## src/rtl/gpio_arb_pkg.sv

```systemverilog
// gpio_arb_pkg: shared encodings for the GPIO APB arbiter.
// FSM states, byte-strobe values and the APB address width.
package gpio_arb_pkg;

  typedef enum logic [1:0] {
    IDLE   = 2'd0,
    SETUP  = 2'd1,
    ACCESS = 2'd2
  } arb_state_e;

  localparam logic [3:0] PSTB_WR = 4'hF;
  localparam logic [3:0] PSTB_RD = 4'h0;
  localparam int         APB_AW  = 32;

endpackage

```

## src/rtl/gpio_apb_arbiter_if.sv

```systemverilog
// gpio_apb_arbiter_if: requester and APB signals of the arbiter.
// master = arbiter view, slave = requesters plus GPIO slave view.
interface gpio_apb_arbiter_if #(
  parameter int N_REQ  = 2,
  parameter int ADDR_W = 8
) ();
  import gpio_arb_pkg::*;

  logic [N_REQ-1:0]        req_valid;
  logic [N_REQ-1:0]        req_write;
  logic [N_REQ*ADDR_W-1:0] req_addr;
  logic [N_REQ*32-1:0]     req_wdata;
  logic [N_REQ-1:0]        req_ready;
  logic [N_REQ-1:0]        rsp_valid;
  logic [31:0]             rsp_rdata;
  logic                    rsp_err;
  logic                    busy;
  logic [APB_AW-1:0]       apb_addr;
  logic                    apb_sel;
  logic                    apb_ena;
  logic                    apb_write;
  logic [31:0]             apb_wdata;
  logic [3:0]              apb_pstb;
  logic [31:0]             apb_rdata;
  logic                    apb_rready;

  modport master (
    input  req_valid, req_write, req_addr, req_wdata,
    input  apb_rdata, apb_rready,
    output req_ready, rsp_valid, rsp_rdata, rsp_err, busy,
    output apb_addr, apb_sel, apb_ena, apb_write,
    output apb_wdata, apb_pstb
  );

  modport slave (
    output req_valid, req_write, req_addr, req_wdata,
    output apb_rdata, apb_rready,
    input  req_ready, rsp_valid, rsp_rdata, rsp_err, busy,
    input  apb_addr, apb_sel, apb_ena, apb_write,
    input  apb_wdata, apb_pstb
  );

endinterface

```

## src/rtl/rr_pick.sv

```systemverilog
// rr_pick: combinational round-robin selector.
// Search starts just after last_i, wraps, first set bit wins.
module rr_pick #(
  parameter int N_REQ = 2,
  parameter int IDX_W = 1
) (
  input  logic [N_REQ-1:0] req_i,
  input  logic [IDX_W-1:0] last_i,
  output logic [N_REQ-1:0] gnt_o,
  output logic [IDX_W-1:0] idx_o,
  output logic             any_o
);

  // walk the ring once, lowest priority is the last winner
  always_comb begin
    gnt_o = '0;
    idx_o = '0;
    for (int i = 1; i <= N_REQ; i++) begin
      if ((gnt_o == '0) &&
          req_i[(int'(last_i) + i) % N_REQ]) begin
        gnt_o[(int'(last_i) + i) % N_REQ] = 1'b1;
        idx_o = IDX_W'((int'(last_i) + i) % N_REQ);
      end
    end
  end

  assign any_o = |req_i;

endmodule

```

## src/rtl/gpio_apb_arbiter.sv

```systemverilog
// gpio_apb_arbiter: round-robin share of the GPIO APB slave port.
// Serialises single requests into SETUP/ACCESS with a watchdog abort.
module gpio_apb_arbiter
  import gpio_arb_pkg::*;
#(
  parameter int N_REQ   = 2,
  parameter int ADDR_W  = 8,
  parameter int TIMEOUT = 16
) (
  input  logic               clock,
  input  logic               rst,
  gpio_apb_arbiter_if.master bus
);

  localparam int IDX_W = (N_REQ > 1) ? $clog2(N_REQ) : 1;
  localparam int CNT_W = (TIMEOUT > 2) ? $clog2(TIMEOUT) : 1;
  localparam logic [CNT_W-1:0] CNT_LAST =
    CNT_W'((TIMEOUT > 0) ? TIMEOUT - 1 : 0);
  localparam logic [IDX_W-1:0] LAST_RST = IDX_W'(N_REQ - 1);

  arb_state_e        state_q, state_d;
  logic [IDX_W-1:0]  last_q, last_d;
  logic [CNT_W-1:0]  cnt_q, cnt_d;
  logic [N_REQ-1:0]  req_ready_q, req_ready_d;
  logic [N_REQ-1:0]  rsp_valid_q, rsp_valid_d;
  logic [31:0]       rsp_rdata_q, rsp_rdata_d;
  logic              rsp_err_q, rsp_err_d;
  logic              busy_q, busy_d;
  logic [APB_AW-1:0] addr_q, addr_d;
  logic [31:0]       wdata_q, wdata_d;
  logic              write_q, write_d;
  logic [3:0]        pstb_q, pstb_d;
  logic              sel_q, sel_d;
  logic              ena_q, ena_d;

  logic [N_REQ-1:0]  pick_gnt;
  logic [IDX_W-1:0]  pick_idx;
  logic              pick_any;
  logic              timeout_hit;

  rr_pick #(
    .N_REQ (N_REQ),
    .IDX_W (IDX_W)
  ) u_pick (
    .req_i  (bus.req_valid),
    .last_i (last_q),
    .gnt_o  (pick_gnt),
    .idx_o  (pick_idx),
    .any_o  (pick_any)
  );

  assign timeout_hit = (TIMEOUT != 0) && (cnt_q == CNT_LAST);

  // next state and next registered outputs
  always_comb begin
    state_d     = state_q;
    last_d      = last_q;
    cnt_d       = cnt_q;
    req_ready_d = '0;
    rsp_valid_d = '0;
    rsp_rdata_d = '0;
    rsp_err_d   = 1'b0;
    addr_d      = addr_q;
    wdata_d     = wdata_q;
    write_d     = write_q;
    pstb_d      = pstb_q;
    sel_d       = sel_q;
    ena_d       = ena_q;
    unique case (state_q)
      IDLE: begin
        if (pick_any) begin
          state_d     = SETUP;
          last_d      = pick_idx;
          cnt_d       = '0;
          req_ready_d = pick_gnt;
          addr_d      = APB_AW'(
            bus.req_addr[int'(pick_idx)*ADDR_W +: ADDR_W]);
          wdata_d     = bus.req_wdata[int'(pick_idx)*32 +: 32];
          write_d     = bus.req_write[pick_idx];
          pstb_d      = bus.req_write[pick_idx] ? PSTB_WR
                                                : PSTB_RD;
          sel_d       = 1'b1;
          ena_d       = 1'b0;
        end
      end
      SETUP: begin
        state_d = ACCESS;
        ena_d   = 1'b1;
      end
      ACCESS: begin
        if (bus.apb_rready) begin
          state_d             = IDLE;
          rsp_valid_d[last_q] = 1'b1;
          rsp_rdata_d         = write_q ? '0 : bus.apb_rdata;
          sel_d               = 1'b0;
          ena_d               = 1'b0;
        end else if (timeout_hit) begin
          state_d             = IDLE;
          rsp_valid_d[last_q] = 1'b1;
          rsp_err_d           = 1'b1;
          sel_d               = 1'b0;
          ena_d               = 1'b0;
        end else begin
          cnt_d = cnt_q + 1'b1;
        end
      end
      default: state_d = IDLE;
    endcase
    busy_d = (state_d != IDLE);
  end

  // state and output registers, synchronous reset
  always_ff @(posedge clock) begin
    if (rst) begin
      state_q     <= IDLE;
      last_q      <= LAST_RST;
      cnt_q       <= '0;
      req_ready_q <= '0;
      rsp_valid_q <= '0;
      rsp_rdata_q <= '0;
      rsp_err_q   <= 1'b0;
      busy_q      <= 1'b0;
      addr_q      <= '0;
      wdata_q     <= '0;
      write_q     <= 1'b0;
      pstb_q      <= '0;
      sel_q       <= 1'b0;
      ena_q       <= 1'b0;
    end else begin
      state_q     <= state_d;
      last_q      <= last_d;
      cnt_q       <= cnt_d;
      req_ready_q <= req_ready_d;
      rsp_valid_q <= rsp_valid_d;
      rsp_rdata_q <= rsp_rdata_d;
      rsp_err_q   <= rsp_err_d;
      busy_q      <= busy_d;
      addr_q      <= addr_d;
      wdata_q     <= wdata_d;
      write_q     <= write_d;
      pstb_q      <= pstb_d;
      sel_q       <= sel_d;
      ena_q       <= ena_d;
    end
  end

  assign bus.req_ready = req_ready_q;
  assign bus.rsp_valid = rsp_valid_q;
  assign bus.rsp_rdata = rsp_rdata_q;
  assign bus.rsp_err   = rsp_err_q;
  assign bus.busy      = busy_q;
  assign bus.apb_addr  = addr_q;
  assign bus.apb_sel   = sel_q;
  assign bus.apb_ena   = ena_q;
  assign bus.apb_write = write_q;
  assign bus.apb_wdata = wdata_q;
  assign bus.apb_pstb  = pstb_q;

endmodule

```

## src/flat_wrapper.sv

```systemverilog
// flat-port wrapper written by rule: the top's interface ports become plain ports
module gpio_apb_arbiter_flat import gpio_arb_pkg::*;
#(
  parameter int N_REQ   = 2,
  parameter int ADDR_W  = 8,
  parameter int TIMEOUT = 16
)
  (clock, rst, bus_req_valid, bus_req_write, bus_req_addr, bus_req_wdata, bus_apb_rdata, bus_apb_rready, bus_req_ready, bus_rsp_valid, bus_rsp_rdata, bus_rsp_err, bus_busy, bus_apb_addr, bus_apb_sel, bus_apb_ena, bus_apb_write, bus_apb_wdata, bus_apb_pstb);
  gpio_apb_arbiter_if #(.N_REQ(N_REQ), .ADDR_W(ADDR_W)) bus_i ();
  input  logic clock;
  input  logic rst;
  input wire logic [$bits(bus_i.req_valid)-1:0] bus_req_valid;
  input wire logic [$bits(bus_i.req_write)-1:0] bus_req_write;
  input wire logic [$bits(bus_i.req_addr)-1:0] bus_req_addr;
  input wire logic [$bits(bus_i.req_wdata)-1:0] bus_req_wdata;
  input wire logic [$bits(bus_i.apb_rdata)-1:0] bus_apb_rdata;
  input wire logic [$bits(bus_i.apb_rready)-1:0] bus_apb_rready;
  output wire logic [$bits(bus_i.req_ready)-1:0] bus_req_ready;
  output wire logic [$bits(bus_i.rsp_valid)-1:0] bus_rsp_valid;
  output wire logic [$bits(bus_i.rsp_rdata)-1:0] bus_rsp_rdata;
  output wire logic [$bits(bus_i.rsp_err)-1:0] bus_rsp_err;
  output wire logic [$bits(bus_i.busy)-1:0] bus_busy;
  output wire logic [$bits(bus_i.apb_addr)-1:0] bus_apb_addr;
  output wire logic [$bits(bus_i.apb_sel)-1:0] bus_apb_sel;
  output wire logic [$bits(bus_i.apb_ena)-1:0] bus_apb_ena;
  output wire logic [$bits(bus_i.apb_write)-1:0] bus_apb_write;
  output wire logic [$bits(bus_i.apb_wdata)-1:0] bus_apb_wdata;
  output wire logic [$bits(bus_i.apb_pstb)-1:0] bus_apb_pstb;
  assign bus_i.req_valid = bus_req_valid;
  assign bus_i.req_write = bus_req_write;
  assign bus_i.req_addr = bus_req_addr;
  assign bus_i.req_wdata = bus_req_wdata;
  assign bus_i.apb_rdata = bus_apb_rdata;
  assign bus_i.apb_rready = bus_apb_rready;
  assign bus_req_ready = bus_i.req_ready;
  assign bus_rsp_valid = bus_i.rsp_valid;
  assign bus_rsp_rdata = bus_i.rsp_rdata;
  assign bus_rsp_err = bus_i.rsp_err;
  assign bus_busy = bus_i.busy;
  assign bus_apb_addr = bus_i.apb_addr;
  assign bus_apb_sel = bus_i.apb_sel;
  assign bus_apb_ena = bus_i.apb_ena;
  assign bus_apb_write = bus_i.apb_write;
  assign bus_apb_wdata = bus_i.apb_wdata;
  assign bus_apb_pstb = bus_i.apb_pstb;
  gpio_apb_arbiter #(.N_REQ(N_REQ), .ADDR_W(ADDR_W), .TIMEOUT(TIMEOUT)) u_core (.clock(clock), .rst(rst), .bus(bus_i));
endmodule
```

## config.mk

```make
export PLATFORM = sky130hd
export DESIGN_NAME = gpio_apb_arbiter_flat
export DESIGN_NICKNAME = d
export VERILOG_FILES = /design/src/rtl/gpio_arb_pkg.sv /design/src/rtl/gpio_apb_arbiter_if.sv /design/src/rtl/rr_pick.sv /design/src/rtl/gpio_apb_arbiter.sv /design/src/flat_wrapper.sv
export SDC_FILE = /design/constraint.sdc
export NUM_CORES = 1
export LEC_CHECK = 0
export ABC_AREA = 1
export CAP_MARGIN = 40
export CORE_MARGIN = 4
export CORE_UTILIZATION = 25
export CTS_CLUSTER_SIZE = 16
export DETAILED_ROUTE_END_ITERATION = 7
export MAX_ROUTING_LAYER = met4
export SETUP_SLACK_MARGIN = 0.02
export SYNTH_ARGS = -nofsm -noshare
export SYNTH_HDL_FRONTEND = slang
export SYNTH_SLANG_ARGS = --single-unit
export TNS_END_PERCENT = 20
```

## constraint.sdc

```tcl
create_clock -name clock -period 1.4 [get_ports clock]
set_clock_uncertainty 0.2 [all_clocks]
set_input_delay 0.28 -clock clock [delete_from_list [all_inputs] [get_ports clock]]
set_output_delay 0.28 -clock clock [all_outputs]
set_load 0.02 [all_outputs]
```

==> results of run 1 <==
-- worst min path at each step --
stage / slack [ns] / endpoint / startpoint
floorplan: 0.16 / u_core.bus.rsp_err / bus_apb_rready
global placement: 0.25 / u_core.bus.apb_wdata[8] / u_core.bus.apb_wdata[8]
detailed placement: 0.26 / u_core.bus.apb_wdata[18] / u_core.bus.apb_wdata[18]
CTS: 0.25 / u_core.bus.rsp_rdata[4] / bus_apb_rdata[4]
global route: 0.26 / u_core.bus.rsp_rdata[22] / bus_apb_rdata[22]
finish: 0.26 / u_core.bus.apb_sel / u_core.bus.apb_sel
-- cells in the mapped netlist --
library cell,instances,area (um^2)
a21oi_1,6,30.03
o21ai_0,1,5.000
dfxtp_1,88,1762
and3_1,1,6.260
inv_2,1,3.750
nor2_2,2,12.51
nor2_1,40,150.1
inv_1,44,165.2
ha_1,1,12.51
buf_4,28,210.2
nand3_1,46,230.2
nor2_4,3,33.78
o21ai_2,1,8.760
nand3b_1,1,7.510
nand2_1,129,484.2
a31oi_1,1,6.260
conb_1,1,3.750
nor3_1,3,15.01
buf_6,4,45.04
buf_2,12,60.06
nand2_2,7,43.79
-- area by class of cell --
class / count / area, um^2
clock buffer: 11 / 242.7
clock inverter: 5 / 40.04
fill: 1292 / 7102
inverter: 45 / 168.9
multi-input combinational: 266 / 1224
sequential: 88 / 1770
tap: 172 / 215.2
timing repair buffer: 240 / 2011
-- registers in the layout, summed over array words and instances, names as in the netlist --
register and cells:
u_core.bus.apb_wdata 32, u_core.bus.req_ready 2, u_core.bus.apb_ena 1, u_core.bus.rsp_rdata 32
u_core.last_q 1, u_core.bus.busy 1, u_core.state_q 2, u_core.cnt_q 4
u_core.bus.apb_sel 1, u_core.bus.apb_pstb 1, u_core.bus.rsp_valid 2, u_core.bus.rsp_err 1
u_core.bus.apb_addr 8
-- timing repair --
item / 4_1_cts / 5_1_grt
setup endpoints to repair: 161 / 97
cloned: 2 / 0
buffers inserted: 4 / 0
pin swaps: 7 / 0
gates resized for setup: 365 / 29
endpoints found under the hold margin: 0 / 0
-- kinds of logic (layout without fill, tap and decap cells) --
family / count (synthesis) / in the layout / share of synthesized area, %
compound gates: 9 / 9 / 1.519
buf+inv: 89 / 301 / 14.69
other cells: 1 / 24 / 0.1138
fa+ha+maj: 1 / 1 / 0.3796
flops: 88 / 88 / 53.45
simple gates: 232 / 232 / 29.84
-- per-layer routing --
layer,routed length [um],global-route usage (%),up-vias
met3,1111,3.917,14
met2,4680,22.51,173
li1,-,-,1680
met4,187,5.808,0
met5,0,-,-
met1,4578,16.69,1427
-- power groups by stage --
stage,clock [mW],sequential [mW],combinational [mW]
after global placement,0,2.81,1.42
final,2.27,2.77,1.36
after global routing,2.46,2.78,1.48
after floorplan,0,3.00,0.443
after CTS,2.36,2.76,1.36
after detailed placement,0,2.82,1.43
-- worst max-delay path: stages (launching register included) --
cell	delay [ns]
dfxtp_2	0.33
inv_2	0.07
nand2_2	0.07
nor2_4	0.12
buf_6	0.12
nor2_4	0.04
buf_6	0.13
buf_12	0.14
nand2_1	0.06
nand3_1	0.07
-- per-stage QoR --
step | TNS (ns) | power (mW)
after floorplan | 0 | 3.446
after global routing | -7.362 | 6.723
after detailed placement | -31.92 | 4.244
after global placement | -29.99 | 4.231
final | -2.187 | 6.400
after CTS | -1.548 | 6.486
-- cell usage in the layout, fill, tap and decap left out, drive strengths merged --
| master | synthesis | routed |
|---|---|---|
| a21oi | 6 | 6 |
| a31oi | 1 | 1 |
| and3 | 1 | 1 |
| buf | 44 | 122 |
| clkbuf | 0 | 11 |
| clkdlybuf4s50 | 0 | 116 |
| clkinv | 0 | 4 |
| conb | 1 | 24 |
| dfxtp | 88 | 88 |
| dlygate4sd2 | 0 | 2 |
| ha | 1 | 1 |
| inv | 45 | 46 |
| nand2 | 136 | 136 |
| nand3 | 46 | 46 |
| nand3b | 1 | 1 |
| nor2 | 45 | 45 |
| nor3 | 3 | 3 |
| o21ai | 2 | 2 |
==> flow_summary.json, run 1 <==
{
  "grt_pass1_wl_mm": 15.95,
  "io_buffer_count": 203,
  "p_leak_nw": 2.835,
  "whs_path_depth": 2,
  "finalCritPeriodShare_pct": 104.8,
  "stdcell_area_mm2": 0.005672,
  "rr_startpoint": "u_core.state_q[1]",
  "root_buffer": "clkbuf_16",
  "cts_hold_buffers": 0,
  "cts_made_buffers": 9,
  "grt_max_degree": 36,
  "p_per_area_mw_per_mm2": 1128,
  "critPathLaunch": "u_core.state_q[1]",
  "power_frac_seq_pct": 43.2,
  "worstSetupPathType": "flop to flop",
  "clk_latency_ns": 0.33,
  "drive_gt1_share_pct": 27.33,
  "r2r_end": "u_core.bus.apb_wdata[20]",
  "ant_nets": 0,
  "critPathMaxFanout": 8,
  "track_usage_pct": 14.08,
  "dp_worst_setup_slack_ns": -0.5404,
  "grt_pass1_vias": 3263,
  "h-tree-depth": 3,
  "drv_slew": 0,
  "clkSinkCount": 88,
  "hold_slack_ns": 0.2637,
  "coreArea_mm2": 0.01277,
  "drcViolationCount": 0,
  "cts_max_path_buffers": 2,
  "final-instance-count-excl-fill": 827,
  "p_int_mw": 4.615,
  "dp_cells": 805,
  "period_needed_ns": 1.467,
  "postSynthCellCount": 420,
  "run_status": "complete, but fails checks",
  "min_path_type": "flop to flop",
  "drtIter0Drc": 91,
  "grt_overflow": 0,
  "power_frac_comb_pct": 21.3,
  "via_count": 3294,
  "drt_pass1_iterations": 5,
  "pin_count": 228,
  "switching_power_mw": 1.786,
  "required_ns": 1.42,
  "avgSynthCellArea_um2": 7.847,
  "die_w_um": 122.8,
  "antenna_found_initial": 0,
  "die_h_um": 122.8,
  "rsz0062_at_grt": "yes",
  "clk_pin_slew_ns": 0.07,
  "yosys_register_bits": 88,
  "synth_cell_type_count": 21,
  "syn_area_mm2": 0.003296,
  "fin_util_pct": 44.40,
  "yosys_warnings": 0,
  "endpoint": "u_core.bus.apb_wdata[20]",
  "routedWlPerCell_um": 12.77,
  "globalplace.congestion": 0.7833,
  "wirelength_mm": 10.56,
  "crit_arrival_ns": 1.49,
  "cp-end-kind": "flop",
  "clockPowerShare_pct": 35.5,
  "diodes": 0,
  "setup_ws_ns": -0.06732,
  "worstSetupStartpointType": "flop",
  "vias_per_cell": 3.983,
  "start_util_pct": 25.80,
  "swShare_pct": 27.90,
  "syn2layout_area_growth_pct": 72.10,
  "max_freq_mhz": 681.5,
  "dieArea_mm2": 0.01508,
  "hold_viol_final": 0,
  "r2r_setup_slack_ns": -0.07,
  "rows": 41,
  "synth_seq_area_share_pct": 53.45,
  "violations": "setup timing",
  "cap_violations": 0,
  "cts_tree": "built",
  "post_dp_cell_area_mm2": 0.005592,
  "finalNetCount": 770,
  "reg2regPathDepth": 9,
  "vdd_ir_drop_max_mv": 0.4519,
  "hpwl_mm": 7.851,
  "setup_viol": 43
}
Power figures use the tool's default switching activity.
==> inputs of run 2 (changes only) <==
Settings changed: CORE_UTILIZATION 25 to 32, PLACE_DENSITY from default to 0.77.
==> run 2 against run 1 <==
The flow still finishes with violations (setup timing). Combinational power down 3%. Hold slack worse by 0.021 ns. Fmax decreased by 0.60%. Global-route usage is 2.9 points higher. Non-clock buffer count down 15. Sequential share of layout area up 1.4 points. Clock power down 24%. Power is 9.2% lower. Wire length is 3.9% lower. Sequential power barely moved. Largest cell class unchanged.
==> flow_summary.json, run 2 (synthesized netlist as in run 1, its figures left out) <==
{
  "dp_cells": 756,
  "r2r_end": "u_core.bus.apb_wdata[11]",
  "die_w_um": 109.5,
  "cpMostUsedCell": "nor2_4",
  "drive_gt1_share_pct": 23.47,
  "dp_worst_setup_slack_ns": -0.5122,
  "rsz0062_at_grt": "yes",
  "crit_arrival_ns": 1.57,
  "grt_pass1_wl_mm": 15.20,
  "drcViolationCount": 0,
  "cts_max_path_buffers": 2,
  "rows": 36,
  "clkSinkCount": 88,
  "cts_made_buffers": 9,
  "final-instance-count-excl-fill": 772,
  "cp-end-kind": "flop",
  "via_count": 3273,
  "grt_pass1_vias": 3296,
  "routedWlPerCell_um": 13.14,
  "required_ns": 1.49,
  "grt_overflow": 0,
  "power_frac_comb_pct": 22.7,
  "critPathTopFamily": "simple AND/OR/NAND/NOR gates",
  "stdcell_area_mm2": 0.005426,
  "root_buffer": "clkbuf_8",
  "worstSetupPathType": "flop to flop",
  "finalNetCount": 755,
  "min_from": "bus_apb_rdata[0]",
  "whs_path_depth": 3,
  "io_buffer_count": 203,
  "run_status": "complete, but fails checks",
  "critPathBufInv": 2,
  "clk_latency_ns": 0.35,
  "clockPowerShare_pct": 29.8,
  "p_per_area_mw_per_mm2": 1071,
  "h-tree-depth": 3,
  "drt_pass1_iterations": 4,
  "drv_slew": 0,
  "switching_power_mw": 1.661,
  "vdd_ir_drop_max_mv": 0.4474,
  "post_dp_cell_area_mm2": 0.005488,
  "ant_nets": 0,
  "antenna_found_initial": 0,
  "fill_cells": 928,
  "track_usage_pct": 16.96,
  "hold_path_end": "u_core.bus.rsp_rdata[0]",
  "max_freq_mhz": 677.5,
  "period_needed_ns": 1.476,
  "worstSetupStartpointType": "flop",
  "violations": "setup timing",
  "swShare_pct": 28.58,
  "p_leak_nw": 2.679,
  "cp.depth": 8,
  "diodes": 0,
  "syn2layout_area_growth_pct": 64.65,
  "hold_slack_ns": 0.2424,
  "cap_violations": 0,
  "coreArea_mm2": 0.009910,
  "final_cell_mix": "nand2_1, clkdlybuf4s50_1, dfxtp_1",
  "reg2regPathDepth": 8,
  "finalCritPeriodShare_pct": 105.4,
  "worst_path_max_delay_cell": "dfxtp_2",
  "cp_cell_sequence": "inv_2, nand2_2, nor2_4, nand2_4, nor2_4, buf_12, nand2_1, nand3_1",
  "p_int_mw": 4.150,
  "globalplace.congestion": 0.7644,
  "fin_util_pct": 54.76,
  "r2r_setup_slack_ns": -0.08,
  "pin_count": 228,
  "critPathMaxFanout": 31,
  "hpwl_mm": 7.904,
  "layout.cells.most_common": "nand2_1",
  "clk_pin_slew_ns": 0.09,
  "cpPeakStageDelay_ns": 0.33,
  "cts_tree": "built",
  "power_frac_seq_pct": 47.6,
  "die_h_um": 109.5,
  "setup_viol": 49,
  "min_path_type": "input pin to flop",
  "dieArea_mm2": 0.01199,
  "hold_viol_final": 0,
  "setup_ws_ns": -0.07612,
  "rr_startpoint": "u_core.state_q[1]",
  "grt_max_degree": 33,
  "start_util_pct": 33.26,
  "drtIter0Drc": 140,
  "vias_per_cell": 4.240,
  "wirelength_mm": 10.15
}
==> run 2: cell count changes in the layout (fill, tap and decap cells not counted), sizes merged <==
cell / previous run / this run
buf: 122 / 107
bufinv: 0 / 1
clkbuf: 11 / 9
clkinv: 4 / 1
clkinvlp: 0 / 2
inv: 46 / 47
==> run 2: cell type report <==
| cell class | count | area [um^2] | share of cell area (%) |
|---|---|---|---|
| clock buffer | 9 | 123.9 | 2.283 |
| multi-input combinational | 266 | 1175 | 21.65 |
| inverter | 45 | 168.9 | 3.113 |
| clock inverter | 6 | 67.56 | 1.245 |
| tap | 133 | 166.4 | 3.067 |
| sequential | 88 | 1770 | 32.63 |
| timing repair buffer | 225 | 1954 | 36.02 |
==> run 2: worst reg2reg max path, cell delays in order (launching register included) <==
cell and delay (ns):
dfxtp_2 0.33, inv_2 0.06, nand2_2 0.06, nor2_4 0.15, nand2_4 0.10, nor2_4 0.13
buf_12 0.20, nand2_1 0.10, nand3_1 0.08
==> run 2: per-stage QoR <==
stage / power [mW] / TNS, ns
2_1_floorplan: 3.446 / 0
3_3_place_gp: 4.189 / -31.43
3_5_place_dp: 4.210 / -33.08
5_1_grt: 6.122 / -10.60
4_1_cts: 5.832 / -1.728
6_report: 5.810 / -1.651
==> run 2: worst max-delay path by stage <==
stage,startpoint,end,slack (ns)
after floorplan,u_core.cnt_q[0],u_core.cnt_q[3],0.03
after global placement,bus_req_valid[0],u_core.bus.apb_wdata[17],-0.48
after detailed placement,bus_req_valid[0],u_core.bus.apb_wdata[11],-0.51
after CTS,u_core.bus.apb_pstb[2],bus_apb_pstb[0],-0.07
after global routing,u_core.state_q[1],u_core.cnt_q[0],-0.17
final,u_core.state_q[1],u_core.bus.apb_wdata[11],-0.08
==> run 2: power groups by stage <==
stage / sequential, mW / clock [mW] / combinational [mW]
after floorplan: 3.00 / 0 / 0.443
after global placement: 2.81 / 0 / 1.38
after detailed placement: 2.82 / 0 / 1.39
after CTS: 2.76 / 1.80 / 1.27
after global routing: 2.79 / 1.91 / 1.42
final: 2.77 / 1.73 / 1.32
==> run 2: repair_timing <==
item	in CTS	in global routing
setup endpoints to repair	139	123
hold buffers	0	0
resized for setup	359	35
setup buffers	1	0
==> run 2: per-layer routing <==
metal | track usage (%) | wire [um] | vias up
li1 | - | - | 1649
met1 | 17.64 | 3941 | 1424
met2 | 30.47 | 4921 | 179
met3 | 4.345 | 1061 | 21
met4 | 6.857 | 223 | 0
met5 | - | 0 | -
==> inputs of run 3 (changes only) <==
Settings changed: GPL_TIMING_DRIVEN from default to 0.
==> run 3 against run 2 <==
Sequential power about the same. Register-to-register slack got worse by 0.03 ns. Fmax decreased by 1.8%. The run still ends with setup timing left. Critical endpoint is now u_core.bus.apb_wdata[16]. Critical path type unchanged. Sequential share of layout area decreased by 1.9 points.
==> flow_summary.json, run 3 (synthesized netlist as in run 1, its figures left out) <==
{
  "switching_power_mw": 1.681,
  "required_ns": 1.49,
  "vias_per_cell": 4.239,
  "globalplace.congestion": 0.7589,
  "p_leak_nw": 2.961,
  "fin_util_pct": 58.26,
  "cap_violations": 0,
  "max_freq_mhz": 665.0,
  "pin_count": 228,
  "start_util_pct": 33.26,
  "cts_max_path_buffers": 2,
  "drcViolationCount": 0,
  "via_count": 3417,
  "clk_latency_ns": 0.35,
  "hpwl_mm": 8.237,
  "setup_viol": 48,
  "io_buffer_count": 202,
  "grt_pass1_wl_mm": 15.79,
  "wirelength_mm": 10.64,
  "diodes": 0,
  "fin_tns_setup_ns": -3.838,
  "cts_tree": "built",
  "critPathMaxFanout": 10,
  "drv_slew": 0,
  "violations": "setup timing",
  "period_needed_ns": 1.504,
  "clockPowerShare_pct": 31.7,
  "drtIter0Drc": 123,
  "rsz0062_at_grt": "yes",
  "clk_pin_slew_ns": 0.09,
  "p_per_area_mw_per_mm2": 1061,
  "ant_nets": 0,
  "power_frac_comb_pct": 23.1,
  "swShare_pct": 27.45,
  "cp-end-kind": "flop",
  "h-tree-depth": 3,
  "routedWlPerCell_um": 13.20,
  "die_h_um": 109.5,
  "coreArea_mm2": 0.009910,
  "setup_ws_ns": -0.1037,
  "layout.cells.most_common": "nand2_1",
  "hold_viol_final": 0,
  "grt_max_degree": 15,
  "die_w_um": 109.5,
  "root_buffer": "clkbuf_8",
  "run_status": "complete, but fails checks",
  "finalNetCount": 790,
  "grt_overflow": 0,
  "min_path_type": "input pin to flop",
  "crit_arrival_ns": 1.59,
  "p_int_mw": 4.442,
  "drt_pass1_iterations": 4,
  "antenna_found_initial": 0,
  "finalCritPeriodShare_pct": 107.4,
  "final_cell_mix": "nand2_1, clkdlybuf4s50_1, dfxtp_1",
  "power_frac_seq_pct": 45.1,
  "drive_gt1_share_pct": 29.87,
  "track_usage_pct": 17.48,
  "dp_worst_setup_slack_ns": -0.6802,
  "worstSetupStartpointType": "flop",
  "dieArea_mm2": 0.01199,
  "worstSetupPathType": "flop to flop",
  "clkSinkCount": 88,
  "vdd_ir_drop_max_mv": 0.4752,
  "rows": 36,
  "grt_pass1_vias": 3409,
  "cts_made_buffers": 9,
  "syn2layout_area_growth_pct": 75.17
}
-- run 3: cell count changes in the layout (fill, tap and decap cells not counted), sizes merged --
| cell | change |
|---|---|
| buf | +35 |
| clkinvlp | -2 |
| clkbuf | +1 |
| clkinv | -1 |
| dlymetal6s2s | +1 |
| dlygate4sd2 | -1 |
| bufinv | +1 |
| clkdlybuf4s50 | -1 |
| dlygate4sd3 | +1 |
-- run 3: what timing repair did --
action,4_1_cts,5_1_grt
hold buffers,1,0
setup endpoints to repair,164,100
buffers inserted,5,5
pin swaps,5,7
hold endpoints to repair,4,0
gates cloned,3,0
resized for setup,391,45
-- run 3: final timing paths --
path,start,end,slack (ns),depth (start not counted)
worst max register to register,u_core.state_q[1],u_core.bus.apb_wdata[16],-0.10,9
worst max-delay path,u_core.state_q[1],u_core.bus.apb_wdata[16],-0.10,9
worst min-delay path,rst,u_core.cnt_q[0],0.14,4
worst min register to register,u_core.last_q,u_core.bus.rsp_valid[0],0.23,1
-- run 3: final cells by class --
class,instances,area (um^2)
Multi-Input combinational cell,266,1247
Clock buffer,10,137.6
Timing Repair Buffer,216,1803
Inverter,45,168.9
Sequential cell,88,1772
Fill cell,903,4136
Clock inverter,4,77.57
Buffer,44,400.4
Tap cell,133,166.4
-- run 3: worst max-delay path, stage by stage, from the launching register on --
cell	delay [ns]
dfxtp_2	0.33
inv_2	0.08
nand2_2	0.07
nor2_4	0.15
nand2_4	0.09
nor2_4	0.11
buf_12	0.14
buf_8	0.13
nand2_1	0.05
nand3_1	0.08
-- run 3: per-stage QoR --
stage	instances	power [mW]	instance area (um^2)	hold slack, ns
finish	806	6.122	5773	0.1362
global route	806	6.410	5773	0.1479
CTS	801	6.105	5600	0.09550
detailed placement	778	4.226	5573	0.2262
global placement	778	4.200	5573	0.2205
floorplan	443	3.446	3385	0.1592
-- run 3: power groups by stage --
| stage | Clock [mW] | Sequential (mW) | Combinational [mW] |
|---|---|---|---|
| 2_1_floorplan | 0 | 3.00 | 0.443 |
| 3_3_place_gp | 0 | 2.81 | 1.39 |
| 3_5_place_dp | 0 | 2.82 | 1.41 |
| 4_1_cts | 1.99 | 2.76 | 1.35 |
| 5_1_grt | 2.10 | 2.78 | 1.53 |
| 6_report | 1.94 | 2.76 | 1.42 |
-- run 3: metal layers --
layer / track usage, % / part of all wire (%) / vias to the layer above
met1: 19.68 / 40 / 1515
met3: 3.758 / 9.7 / 12
met2: 30.60 / 49 / 170
met5: - / 0 / -
met4: 6.144 / 1.5 / 0
li1: - / - / 1720
